### config.mk
export PLATFORM = sky130hd
export DESIGN_NAME = shift_rows_flat
export DESIGN_NICKNAME = d
export VERILOG_FILES = /design/src/rtl/shift_rows_if.sv /design/src/rtl/shift_rows.sv /design/src/flat_wrapper.sv
export SDC_FILE = /design/constraint.sdc
export NUM_CORES = 1
export LEC_CHECK = 0
export CELL_PAD_IN_SITES_DETAIL_PLACEMENT = 1
export CELL_PAD_IN_SITES_GLOBAL_PLACEMENT = 1
export CORE_ASPECT_RATIO = 1.5
export CORE_MARGIN = 4
export CORE_UTILIZATION = 31
export CTS_CLUSTER_SIZE = 20
export DETAILED_ROUTE_END_ITERATION = 6
export PLACE_DENSITY = 0.86
export SKIP_LAST_GASP = 1
export SLEW_MARGIN = 30
export SYNTH_ARGS = -nofsm -noshare
export SYNTH_HDL_FRONTEND = slang
export SYNTH_SLANG_ARGS = --single-unit
### constraint.sdc
create_clock -name clk -period 1 [get_ports clk]
set_input_delay 0.1 -clock clk [delete_from_list [all_inputs] [get_ports clk]]
set_output_delay 0.1 -clock clk [all_outputs]
set_load 0.01 [all_outputs]
### src/rtl/shift_rows_if.sv
// Transfer bundle for the ShiftRows stage: input state plus direction in,
// registered permuted state out.
interface shift_rows_if;
   logic [127:0] shftIn;
   logic         inv;
   logic         in_valid;
   logic [127:0] shftOut;
   logic         out_valid;

   modport master (output shftIn, inv, in_valid, input shftOut, out_valid);
   modport slave  (input shftIn, inv, in_valid, output shftOut, out_valid);
endinterface

### src/rtl/shift_rows.sv
// AES ShiftRows / InvShiftRows with a single registered output stage.
// The state is split into four row lanes; each lane is a fixed byte
// rotation whose direction is picked per transfer by inv.

// One state row: rotate left by ROW bytes (forward) or right by ROW (inverse).
// Element c of rowIn/rowOut is column c of that row.
module shift_rows_row #(
   parameter int ROW   = 0,
   parameter int VEC_W = 8
) (
   input  logic                  inv,
   input  logic [3:0][VEC_W-1:0] rowIn,
   output logic [3:0][VEC_W-1:0] rowOut
);
   for (genvar c = 0; c < 4; c++) begin : g_col
      localparam int FWD = (c + ROW) % 4;
      localparam int INV = (c - ROW + 4) % 4;
      assign rowOut[c] = inv ? rowIn[INV] : rowIn[FWD];
   end
endmodule

module shift_rows (
   input  logic         clk,
   input  logic         rst_n,
   shift_rows_if.slave  bus
);
   localparam int NUM_LANES = 4;   // rows
   localparam int VEC_W     = 8;   // byte
   localparam int STAGES    = 1;

   // [row][col] views of the state; byte k = r + 4c sits at bits 127-8k.
   logic [NUM_LANES-1:0][3:0][VEC_W-1:0] rowsIn;
   logic [NUM_LANES-1:0][3:0][VEC_W-1:0] rowsOut;
   logic [127:0]                         permuted;
   logic [127:0]                         shftOutQ;
   logic [STAGES:1]                      vldReg;
   logic [STAGES:0]                      vld_pipe;

   for (genvar r = 0; r < NUM_LANES; r++) begin : g_row
      for (genvar c = 0; c < 4; c++) begin : g_byte
         assign rowsIn[r][c]                       = bus.shftIn[127-8*(r+4*c) -: 8];
         assign permuted[127-8*(r+4*c) -: 8]       = rowsOut[r][c];
      end
      shift_rows_row #(.ROW(r), .VEC_W(VEC_W)) u_row (
         .inv    (bus.inv),
         .rowIn  (rowsIn[r]),
         .rowOut (rowsOut[r])
      );
   end

   assign vld_pipe = {vldReg, bus.in_valid};

   // Output register: load only on a valid transfer so idle-cycle X on
   // shftIn never reaches shftOut; valid flag follows in_valid by one cycle.
   always_ff @(posedge clk or negedge rst_n) begin
      if (!rst_n) begin
         shftOutQ <= '0;
         vldReg   <= '0;
      end else begin
         vldReg <= vld_pipe[STAGES-1:0];
         if (vld_pipe[0]) shftOutQ <= permuted;
      end
   end

   assign bus.shftOut   = shftOutQ;
   assign bus.out_valid = vld_pipe[STAGES];
endmodule

### src/flat_wrapper.sv
// flat-port wrapper written by rule: the top's interface ports become plain ports
module shift_rows_flat 
  (clk, rst_n, bus_shftIn, bus_inv, bus_in_valid, bus_shftOut, bus_out_valid);
  shift_rows_if bus_i ();
  input  logic clk;
  input  logic rst_n;
  input wire logic [$bits(bus_i.shftIn)-1:0] bus_shftIn;
  input wire logic [$bits(bus_i.inv)-1:0] bus_inv;
  input wire logic [$bits(bus_i.in_valid)-1:0] bus_in_valid;
  output wire logic [$bits(bus_i.shftOut)-1:0] bus_shftOut;
  output wire logic [$bits(bus_i.out_valid)-1:0] bus_out_valid;
  assign bus_i.shftIn = bus_shftIn;
  assign bus_i.inv = bus_inv;
  assign bus_i.in_valid = bus_in_valid;
  assign bus_shftOut = bus_i.shftOut;
  assign bus_out_valid = bus_i.out_valid;
  shift_rows u_core (.clk(clk), .rst_n(rst_n), .bus(bus_i));
endmodule
Yosys cells after proc, flatten, opt, wreduce, memory -nomap -nowiden

Index checks and enable logic that the tools add are counted.
Widths: inputs -> output; s select.

Multiplexer cells: 8

Operators by type and width:

| operator | count |
|---|---|
| $mux 8   | 8 |

Bits in registers: 129
Bits of input ports: 132
Output and inout port bits: 129
Logic and storage cells: 10

Logic depth before layout (Yosys ltp)

Word-level depth: 1
Mapped depth: 4
Mapped depth without buffers: 2

Hierarchy

From an unflattened synthesis, not the netlist that was laid out.

Cell total of the unflattened synthesis: 407
Area total of the unflattened synthesis: 6416.2 um2

By module, submodules not included:

| module                                     | instances | area each (um2) | cells an instance | seq. area each (um2) |
|---|---|---|---|---|
| shift_rows                                 | 1         | 4847.1          | 271               | 3228.1 |
| shift_rows_row (u_core.g_row[1].u_row ...) | 2         | 544.3           | 36                | 0.0 |
| shift_rows_row (u_core.g_row[0].u_row ...) | 2         | 240.2           | 32                | 0.0 |

Least setup slack after synthesis

Ideal clock, no wire load.

Path kind: input to register
From: input port bus_in_valid
To: register u_core.shftOutQ[104], in the netlist u_core.bus.shftOut[104]
Slack: 0.168 ns
Buffers on the path: 2
Cell stages on the path: 3
Library setup time: 0.125 ns
Data arrival time: 0.707 ns
Data required time: 0.875 ns
Cell sequence: buf_4 buf_6 mux2_2

RTL lines:

| element                | RTL line          | text |
|---|---|---|
| start: declaration     | flat_wrapper.sv:9 | `input wire logic [$bits(bus_i.in_valid)-1:0] bus_in_valid;` |
| end signal: assignment | shift_rows.sv:61  | `if (vld_pipe[0]) shftOutQ <= permuted;` |
| end: declaration       | shift_rows.sv:35  | `logic [127:0] shftOutQ;` |

No word-level cell between the ends.

Worst setup path after layout

From: register u_core.shftOutQ[64], in the netlist u_core.bus.shftOut[64]
To: output port bus_shftOut[64]

RTL lines:

| element          | RTL line           | text |
|---|---|---|
| end: declaration | flat_wrapper.sv:10 | `output wire logic [$bits(bus_i.shftOut)-1:0] bus_shftOut;` |

No word-level cell between the ends.

==> impl_metrics.csv <==
group,metric,value,unit
run_status,outcome,"finished with violations",
run_status,failed_checks,"setup timing",
worst_setup_path,crit_family,"flip-flops",
sta,rsz0062_at_grt,"true",
placement,place_area,8330,um^2
logic_synthesis,ys_types,9,
worst_setup_path,path_class,"reg -> out",
worst_setup_path,cp_num_buf_inv,1,
routing,drt-total-wl,19100,um
placement,io_buffers,260,
routing,drt-vias-per-instance,4.70,
worst_setup_path,max_stage_delay,0.43,ns
routing,drtAntennaViolNets,0,
clock_network,cts_sinks,129,
grt,grt_pass1_vias,5162,
worst_setup_path,end_kind,"output pin",
placement,place_hpwl,13900,um
logic_synthesis,yosys_warnings,0,
routing,vias,4611,
final_layout,drive_gt1_frac,0.416,
clock_network,clk_latency,0.40,ns
die,die_x,116,um
power_and_ir_drop,leakagePower,4.27,nW
sta,fin_crit,1.08,ns
worst_setup_path,slowest_stage,"dfrtp_1",
die,pin_count,261,
power_and_ir_drop,power_density,1680,nW/um^2
logic_synthesis,syn_nets,545,
run,maxCapViolCount,0,
final_layout,stdcell_area,9290,um^2
sta,slew_headroom,0.750,
clock_network,numCtsBuffers,17,
routing,drc_errors,0,
sta,hold_violations,0,
clock_network,clk_path_buf_depth,2,
die,core,16900,um^2
sta,tightest_slew,0.374,ns
hold_path,hp-class,"in -> reg",
die,dieArea,19600,um^2
routing,dr.pass1.iters,4,
worst_setup_path,reg2reg_depth,3,
clock_network,cts_tree,"yes",
final_layout,antennaDiodeCount,0,
logic_synthesis,yosysSeqAreaShare,0.598,
die,num_rows,58,
sta,postLayoutSetupSlackWorst,-0.0827,ns
hold_path,min_path_cells,2,
grt,grt_max_degree,65,
sta,finClkSkew,0,ns
routing,avgRoutedWirePerCell,19.4,um
worst_setup_path,crit_fanout,2,
worst_setup_path,cp.depth,1,
sta,fmax,924,MHz
logic_synthesis,avgSynthCellArea,13.1,um^2
sta,fin_crit_sh,1.08,
clock_network,cts_root_buffer,"clkbuf_16",
worst_setup_path,cp.required,0.90,ns
final_layout,fin_util,0.550,
final_layout,fin_nets,891,
clock_network,clk_pin_slew,0.06,ns
worst_setup_path,path_cells,"buf_6",
final_layout,syn2layout_area_growth,72.1,%
worst_setup_path,critPathLaunchType,"flop",
logic_synthesis,ys_ff_latch,129,
logic_synthesis,netlist_area,5400,um^2
die,die_y,170,um
logic_synthesis,postSynthCellCount,413,
grt,antenna_found_initial,0,
grt,grt_pass1_wl,28600,um
sta,slew_violations,0,
worst_setup_path,worst_ep_arrival_time,0.98,ns
grt,grt_usage,0.189,
die,start_util,0.319,
grt,grt_remaining_overflow,0,
sta,setup_viol,132,
power_and_ir_drop,ir_worst_vdd,0.000863,V
routing,first_iter_violations,105,
placement,place_congestion,0.828,
clock_network,cts_max_level,4,
cell type report:
type | instances | area, um^2
Clock buffer | 18 | 439
Clock inverter | 14 | 131
Fill cell | 1803 | 7620
Multi-Input combinational cell | 256 | 1920
Sequential cell | 129 | 3230
Tap cell | 210 | 263
Timing Repair Buffer | 355 | 3310
flip-flops by register name, indices dropped and copies added (netlist names):
register / count
u_core.bus.out_valid: 1
u_core.bus.shftOut: 128
path summary, 6_finish.rpt:
path	slack, ns	from	end
min in group asynchronous	0.05	rst_n	u_core.bus.shftOut[83]
min	0.04	bus_in_valid	u_core.bus.out_valid
max	-0.08	u_core.bus.shftOut[64]	bus_shftOut[64]
max in group asynchronous	0.39	rst_n	u_core.bus.shftOut[43]
min reg2reg	0.50	u_core.bus.shftOut[77]	u_core.bus.shftOut[77]
max reg2reg	-0.02	u_core.bus.shftOut[9]	u_core.bus.shftOut[9]
power by group:
group | total, mW | internal, mW | switching [mW] | leakage, nW
combinational | 3.49 | 2.11 | 1.38 | 2.53
clock | 5.98 | 3.52 | 2.46 | 0.270
sequential | 6.14 | 5.76 | 0.378 | 1.47
total | 15.6 | 11.4 | 4.22 | 4.27
cell usage in the layout (no fill, tap or decap):
cell type / count
mux2i_1: 64
nor2_1: 64
buf_4: 85
buf_12: 10
mux2_2: 64
clkdlybuf4s50_1: 128
clkinv_2: 2
buf_6: 83
clkinvlp_4: 4
inv_6: 4
clkinv_4: 3
dfrtp_1: 129
dlygate4sd3_1: 2
clkbuf_8: 1
clkbuf_16: 17
buf_2: 47
a21oi_1: 64
bufinv_16: 1
what timing repair did:
action                                  4_1_cts  5_1_grt
hold buffers                                  2        0
resized for setup                           592       23
hold endpoints to repair                    130        0
setup buffers                                38       29
endpoints found under the setup margin      129      129
cloned                                        0        0
routing by layer:
layer | global-route usage | routed length [um]
met1 | 0.197 | 6480
met2 | 0.356 | 10800
met3 | 0.0589 | 1430
met4 | 0.0550 | 363
met5 | 0 | 0
worst reg2reg max path, delay by kind of cell, from the launching register on:
family / cells / cell delay [ns]
flip-flops: 1 / 0.40
buffers and inverters: 2 / 0.26
multiplexers: 1 / 0.25
synthesized netlist by cell type:
master / n / area [um^2]
nor2_1: 64 / 240
a21oi_1: 64 / 320
mux2_2: 64 / 721
dfrtp_1: 129 / 3230
mux2i_1: 64 / 641
buf_8: 6 / 90.1
buf_2: 11 / 55.1
buf_4: 5 / 37.5
buf_6: 6 / 67.6
kinds of logic (layout without fill, tap and decap cells):
| family | after synthesis | in the layout | synth area share |
|---|---|---|---|
| flops | 129 | 129 | 0.598 |
| buf+inv | 28 | 387 | 0.0463 |
| mux | 128 | 128 | 0.252 |
| compound gates | 64 | 64 | 0.0593 |
| simple gates | 64 | 64 | 0.0445 |
metrics by stage:
| step | TNS [ns] | hold WS, ns | power, mW | setup slack [ns] | std cells |
|---|---|---|---|---|---|
| final | -2.84 | 0.0369 | 15.6 | -0.0827 | 982 |
| after global routing | -8.80 | 0.0164 | 16.4 | -0.125 | 982 |
| after CTS | -5.74 | 0.0172 | 15.5 | -0.107 | 953 |
| after detailed placement | -0.829 | -0.0870 | 9.40 | -0.0857 | 881 |
| after global placement | -0.306 | -0.0879 | 9.24 | -0.0929 | 881 |
| after floorplan | 0 | -0.196 | 7.23 | 0.168 | 413 |
Power figures use the tool's default switching activity.
==> RTL edit 1, RTL diff (same settings) <==
Set the localparam `STAGES` to 2 (it was 1).
--- a/src/rtl/shift_rows.sv
+++ b/src/rtl/shift_rows.sv
@@ -28,3 +28,3 @@
    localparam int VEC_W     = 8;   // byte
-   localparam int STAGES    = 1;
+   localparam int STAGES    = 2;
 
Check against the original RTL: not equivalent (Yosys sat finds a counterexample within 4 cycles, from zero or initial values and one cycle with rst_n low).
==> RTL edit 1 against the original RTL <==
  * The run still ends with setup timing left
  * Die area grew 0.44%
  * Clock skew grew 3.2 ps
  * Total power grew 4.4%
  * Sequential cell count grew 1
  * Global-route usage grew 0.27 points
  * Worst setup slack gained 32 ps
  * Largest power group is now clock
  * Final area grew 0.47%
  * Wire length grew 0.37%
  * Via count grew 0.15%
  * Area after synthesis grew 0.46%
  * Maximum frequency grew 3.1%
  * Count of clock-buffer cells in the layout grew 5
==> RTL edit 1: results (changes against the original RTL) <==
Finish
  • Register area: 3250 sq um (+0.78%)
  • Count of flip-flops and latches: 130 (+0.78%)
  • # clk buffers: 23 (+5)
  • Proportion of layout cells with a drive suffix above 1: 41.8% (+0.21 points)
  • ClkCell Share: 6.83% (+0.69 points)
  • Data buffer area share: 34.9% (-0.73 points)
  • Buffers excl. clock: 363 (+2.3%)
  • Number of fillers in the final layout: 1830 (+1.5%)
  • Multi-input gate share of the layout cell area: 20.6% (-0.097 points)
  • Layout net count: 900 (+1.0%)

Critical path
  • Critical Path AT: 950 ps (-30 ps)
  • Slowest Stage Delay on Critical Path: 400 ps (-30 ps)

Pwr
  • Static Leak: 4.32 nW (+1.1%)
  • Peak supply drop: 1280 uV (+48%)

Outcome
  • Outcome: finished, violations left
  • Failing checks: setup timing

Placement
  • Routability-driven placement congestion ratio: 0.810 (-2.1%)
  • Sum of net half-perimeters after detailed placement: 14200 um (+2.1%)

Synth
  • Multiplexer fraction of the synthesized cell area: 25.1% (-0.12 points)
  • Fraction of the yosys area taken by sequential cells: 60.0% (+0.19 points)
  • Synth Net Count: 546 (+0.18%)
  • Synthesized-area fraction occupied by ao, oa, aoi and oai cells: 5.90% (-0.027 points)
  • Top post-synthesis cells by count: sky130_fd_sc_hd__dfrtp_1 (130), sky130_fd_sc_hd__a21oi_1 (64), sky130_fd_sc_hd__mux2_2 (64), sky130_fd_sc_hd__mux2i_1 (64), sky130_fd_sc_hd__nor2_1 (64)
  • Area share of xor/xnor cells in the synthesized design: 0% (unchanged)
  • Area contributors post-synth: sky130_fd_sc_hd__dfrtp_1 (60%), sky130_fd_sc_hd__mux2_2 (13%), sky130_fd_sc_hd__mux2i_1 (12%), sky130_fd_sc_hd__a21oi_1 (5.9%), sky130_fd_sc_hd__nor2_1 (4.4%)

Routing
  • Routed vias/inst: 4.65 (-0.96%)
  • Detail-routed net length per standard cell: 19.3 um (-0.74%)
  • Number of violations reported at the end of detailed-routing iteration 0: 100 (-4.8%)

STA
  • Post-route clock skew: 3.23 ps (+3.23 ps)
  • Relative slew slack: 74.3% (-0.78 points)
  • Final number of setup-violating endpoints: 134 (+1.5%)
  • Worst path setup slack after routing: -50.6 ps (+32.1 ps)

GRT
  • Global Route Usage Sum: 19.2% (+0.27 points)
  • Pin count of the biggest net entering global routing: 42 (-35%)
  • Via count of the first global-routing pass: 5281 (+2.3%)
  • Wire length of the first global-routing pass: 28800 um (+0.67%)
RTL edit 1: what timing repair did:
| action | 4_1_cts | 5_1_grt |
|---|---|---|
| hold buffers | 2 | 0 |
| endpoints found under the setup margin | 129 | 129 |
| endpoints found under the hold margin | 133 | 0 |
| gates cloned | 0 | 0 |
| buffers inserted | 45 | 32 |
| resized for setup | 577 | 20 |
RTL edit 1: metal layers:
metal	vias up	GRT usage (%)	wire, um	share of wire, %
met5	-	0	0	0
met4	0	7.98	669	3.5
met3	45	6.08	1300	6.8
met2	177	36.7	10800	56
met1	2248	18.4	6410	33
li1	2148	-	-	-
RTL edit 1: power by group:
part	total [mW]	internal, mW	switching, mW
combinational	3.45	2.06	1.39
clock	6.67	4.43	2.24
sequential	6.16	5.81	0.358
total	16.3	12.3	3.98
RTL edit 1: through the flow:
stage                     hold WS, ps  instance area (sq um)  cells  worst slack, ps  TNS (ps)
after detailed placement         47.4                   8320    883            -30.1      -258
after global routing              112                   9340    993             -104     -9190
after global placement           38.0                   8320    883            -5.85     -11.5
after floorplan                  -196                   5430    414              168         0
after CTS                         101                   8980    961            -76.8     -6480
final                             119                   9340    993            -50.6     -3510
RTL edit 1: path summary, 6_finish.rpt:
check | from | to | slack [ps] | depth (start not counted)
max | u_core.bus.shftOut[19] | bus_shftOut[19] | -50 | 1
min | bus_in_valid | u_core.bus.shftOut[9] | 120 | 3
max reg2reg | u_core.bus.shftOut[57] | u_core.bus.shftOut[57] | -30 | 3
min reg2reg | u_core.vldReg[1] | u_core.vldReg[2] | 370 | 0
max in group asynchronous | rst_n | u_core.vldReg[2] | 290 | 3
min in group asynchronous | rst_n | u_core.bus.shftOut[18] | 160 | 2
==> RTL edit 2, RTL diff (same flow settings) <==
Made on the original files. Reset style: synchronous (`rst_n`), changed in one clocked block.
--- a/src/rtl/shift_rows.sv
+++ b/src/rtl/shift_rows.sv
@@ -54,3 +54,3 @@
    // shftIn never reaches shftOut; valid flag follows in_valid by one cycle.
-   always_ff @(posedge clk or negedge rst_n) begin
+   always_ff @(posedge clk) begin
       if (!rst_n) begin
Function: differs if rst_n is asserted again (counterexample within 4 cycles, from zero or initial values and one cycle with rst_n low); with rst_n held inactive, the same outputs for 10 cycles.
==> RTL edit 2 against the original RTL <==
  * Critical path depth unchanged
  * Sequential cell count unchanged
  * Non-clock buffer count down 72
  * Clock power up 15%
  * Total power down 3.0%
  * Cell count down 0.81%
  * First-iteration DRC count up 36%
  * Final area down 5.7%
  * Sequential share of layout area down 3.5 points
  * Via count up 2.3%
  * Area after synthesis down 2.5%
  * Combinational power down 29%
  * Wire length up 1.0%
  * Worst setup slack better by 99 ps
  * Critical endpoint is now bus_shftOut[2]
  * Largest cell class unchanged
  * Highest routed layer unchanged
==> RTL edit 2: results (changes against the original RTL) <==
Outcome
  • Outcome: finished clean

Critical path
  • R2r setup slk: 240 ps (+260 ps)
  • CP max-delay cell: sky130_fd_sc_hd__dfxtp_4
  • Critical Path AT: 880 ps (-100 ps)
  • Slowest Stage Delay on Critical Path: 360 ps (-70 ps)
  • Beginning of the worst register-to-register path: u_core.bus.shftOut[35]
  • Launching instance or port of the critical path: u_core.bus.shftOut[2]
  • Capture instance of the worst register-to-register path: u_core.bus.shftOut[35]

Pwr
  • Static Leak: 3.88 nW (-9.2%)
  • Peak supply drop: 1130 uV (+31%)

GRT
  • Global Route Usage Sum: 19.5% (+0.58 points)
  • Wire length of the first global-routing pass: 28900 um (+1.1%)
  • Via count of the first global-routing pass: 5312 (+2.9%)
  • Pin count of the biggest net entering global routing: 76 (+17%)

STA
  • Post-route clock skew: 0 ps (unchanged)
  • Worst Max-Slew Pin Slew: 266 ps (-108 ps)
  • Post-route worst hold slack: 98.6 ps (+61.8 ps)

Synth
  • Syn avg cell area: 10.7 sq um (-18%)
  • Netlist cell types: 12 (+3)
  • Synth Net Count: 625 (+15%)
  • Number of warning messages in the yosys log: 0 (unchanged)
  • Area contributors post-synth: sky130_fd_sc_hd__dfxtp_1 (49%), sky130_fd_sc_hd__mux2i_1 (24%), sky130_fd_sc_hd__nor2b_1 (7.6%), sky130_fd_sc_hd__a21oi_1 (6.1%), sky130_fd_sc_hd__o21ai_0 (5.2%)
  • Most frequently used flop master after synthesis: sky130_fd_sc_hd__dfxtp_1
  • Async set-or-reset flop fraction in the synthesized netlist: 0% (-100 points)
  • Fraction of the yosys area taken by sequential cells: 49.0% (-11 points)
  • Top post-synthesis cells by count: sky130_fd_sc_hd__dfxtp_1 (129), sky130_fd_sc_hd__mux2i_1 (128), sky130_fd_sc_hd__a21oi_1 (64), sky130_fd_sc_hd__nor2b_1 (64), sky130_fd_sc_hd__o21ai_0 (55)

Placement
  • Routability-driven placement congestion ratio: 0.748 (-9.6%)
  • Sum of net half-perimeters after detailed placement: 13900 um (-0.34%)
  • Total placed cells including tap cells: 941 (+6.8%)

Finish
  • Layout net count: 884 (-0.79%)
  • Post-Layout Cell Count: 974 (-0.81%)
  • Proportion of layout cells with a drive suffix above 1: 40.3% (-1.3 points)

Routing
  • Detail-routed net length per standard cell: 19.8 um (+1.8%)
  • Number of violations reported at the end of detailed-routing iteration 0: 143 (+36%)
  • Pre-antenna DRT Iters: 5 (+1)
  • Routed vias/inst: 4.84 (+3.1%)

Min path
  • Hold Path Stages: 3 (+1)
  • Critical hold path startpoint: bus_in_valid
  • Worst Hold End: u_core.bus.shftOut[89]
==> RTL edit 2: changes by cell type in the layout (fill, tap and decap cells not counted), moves of 3 or more <==
| cell | before | now |
|---|---|---|
| sky130_fd_sc_hd__o21ai_1 | 0 | 9 |
| sky130_fd_sc_hd__inv_6 | 4 | 1 |
| sky130_fd_sc_hd__dfxtp_2 | 0 | 120 |
| sky130_fd_sc_hd__nor2_1 | 64 | 0 |
| sky130_fd_sc_hd__buf_2 | 47 | 39 |
| sky130_fd_sc_hd__buf_4 | 85 | 18 |
| sky130_fd_sc_hd__mux2_2 | 64 | 0 |
| sky130_fd_sc_hd__dfxtp_1 | 0 | 8 |
| sky130_fd_sc_hd__dfrtp_1 | 129 | 0 |
| sky130_fd_sc_hd__mux2i_1 | 64 | 128 |
| sky130_fd_sc_hd__o21ai_0 | 0 | 55 |
| sky130_fd_sc_hd__nor2b_1 | 0 | 64 |
| sky130_fd_sc_hd__bufinv_16 | 1 | 5 |
| sky130_fd_sc_hd__buf_6 | 83 | 90 |
==> RTL edit 2: per-stage QoR <==
| step | worst slack (ps) | area, sq um |
|---|---|---|
| after global placement | -92.5 | 8030 |
| after floorplan | 188 | 5270 |
| final | 16.1 | 8760 |
| after global routing | -23.4 | 8760 |
| after CTS | -79.2 | 8340 |
| after detailed placement | -85.3 | 8030 |
==> RTL edit 2: cells by family (layout without fill, tap and decap cells) <==
logic type,Yosys count,count (layout),share of synthesized area (%)
simple gates,65,65,7.74
compound gates,128,128,12.2
mux,128,128,24.3
flops,129,129,49.0
buf+inv,43,314,6.75
==> RTL edit 2: area by class of cell <==
cell class              instances  area [sq um]
fillers                      1809          8000
flip-flops and latches        129          2740
multi-input cells             321          2330
clock inverters                13           210
clock buffers                  18           439
repair buffers                283          2790
well taps                     210           263
==> RTL edit 2: worst max path at each step <==
stage               slack, ps                      end
CTS                       -80           bus_shftOut[1]
global placement          -90           bus_shftOut[1]
finish                     20           bus_shftOut[2]
floorplan                 190  u_core.bus.shftOut[101]
detailed placement        -90           bus_shftOut[1]
global route              -20           bus_shftOut[1]
==> RTL edit 2: metal layers <==
metal,GRT usage [%],part of all wire (%),vias to the layer above
li1,-,-,2240
met1,19.2,34,2252
met2,36.1,56,183
met3,5.39,6.4,40
met4,10.2,3.5,0
met5,0,0,-
==> RTL edit 2: power breakdown <==
part           internal (mW)  leakage, nW  switching, mW
Combinational           1.43         2.46           1.04
Clock                   4.49        0.312           2.37
Sequential              5.56         1.11          0.237
==> RTL edit 2: repair_timing <==
| action | in CTS | in global routing |
|---|---|---|
| pin swaps | 0 | 0 |
| resized for setup | 634 | 112 |
| setup buffers | 0 | 2 |
| endpoints found under the setup margin | 129 | 95 |
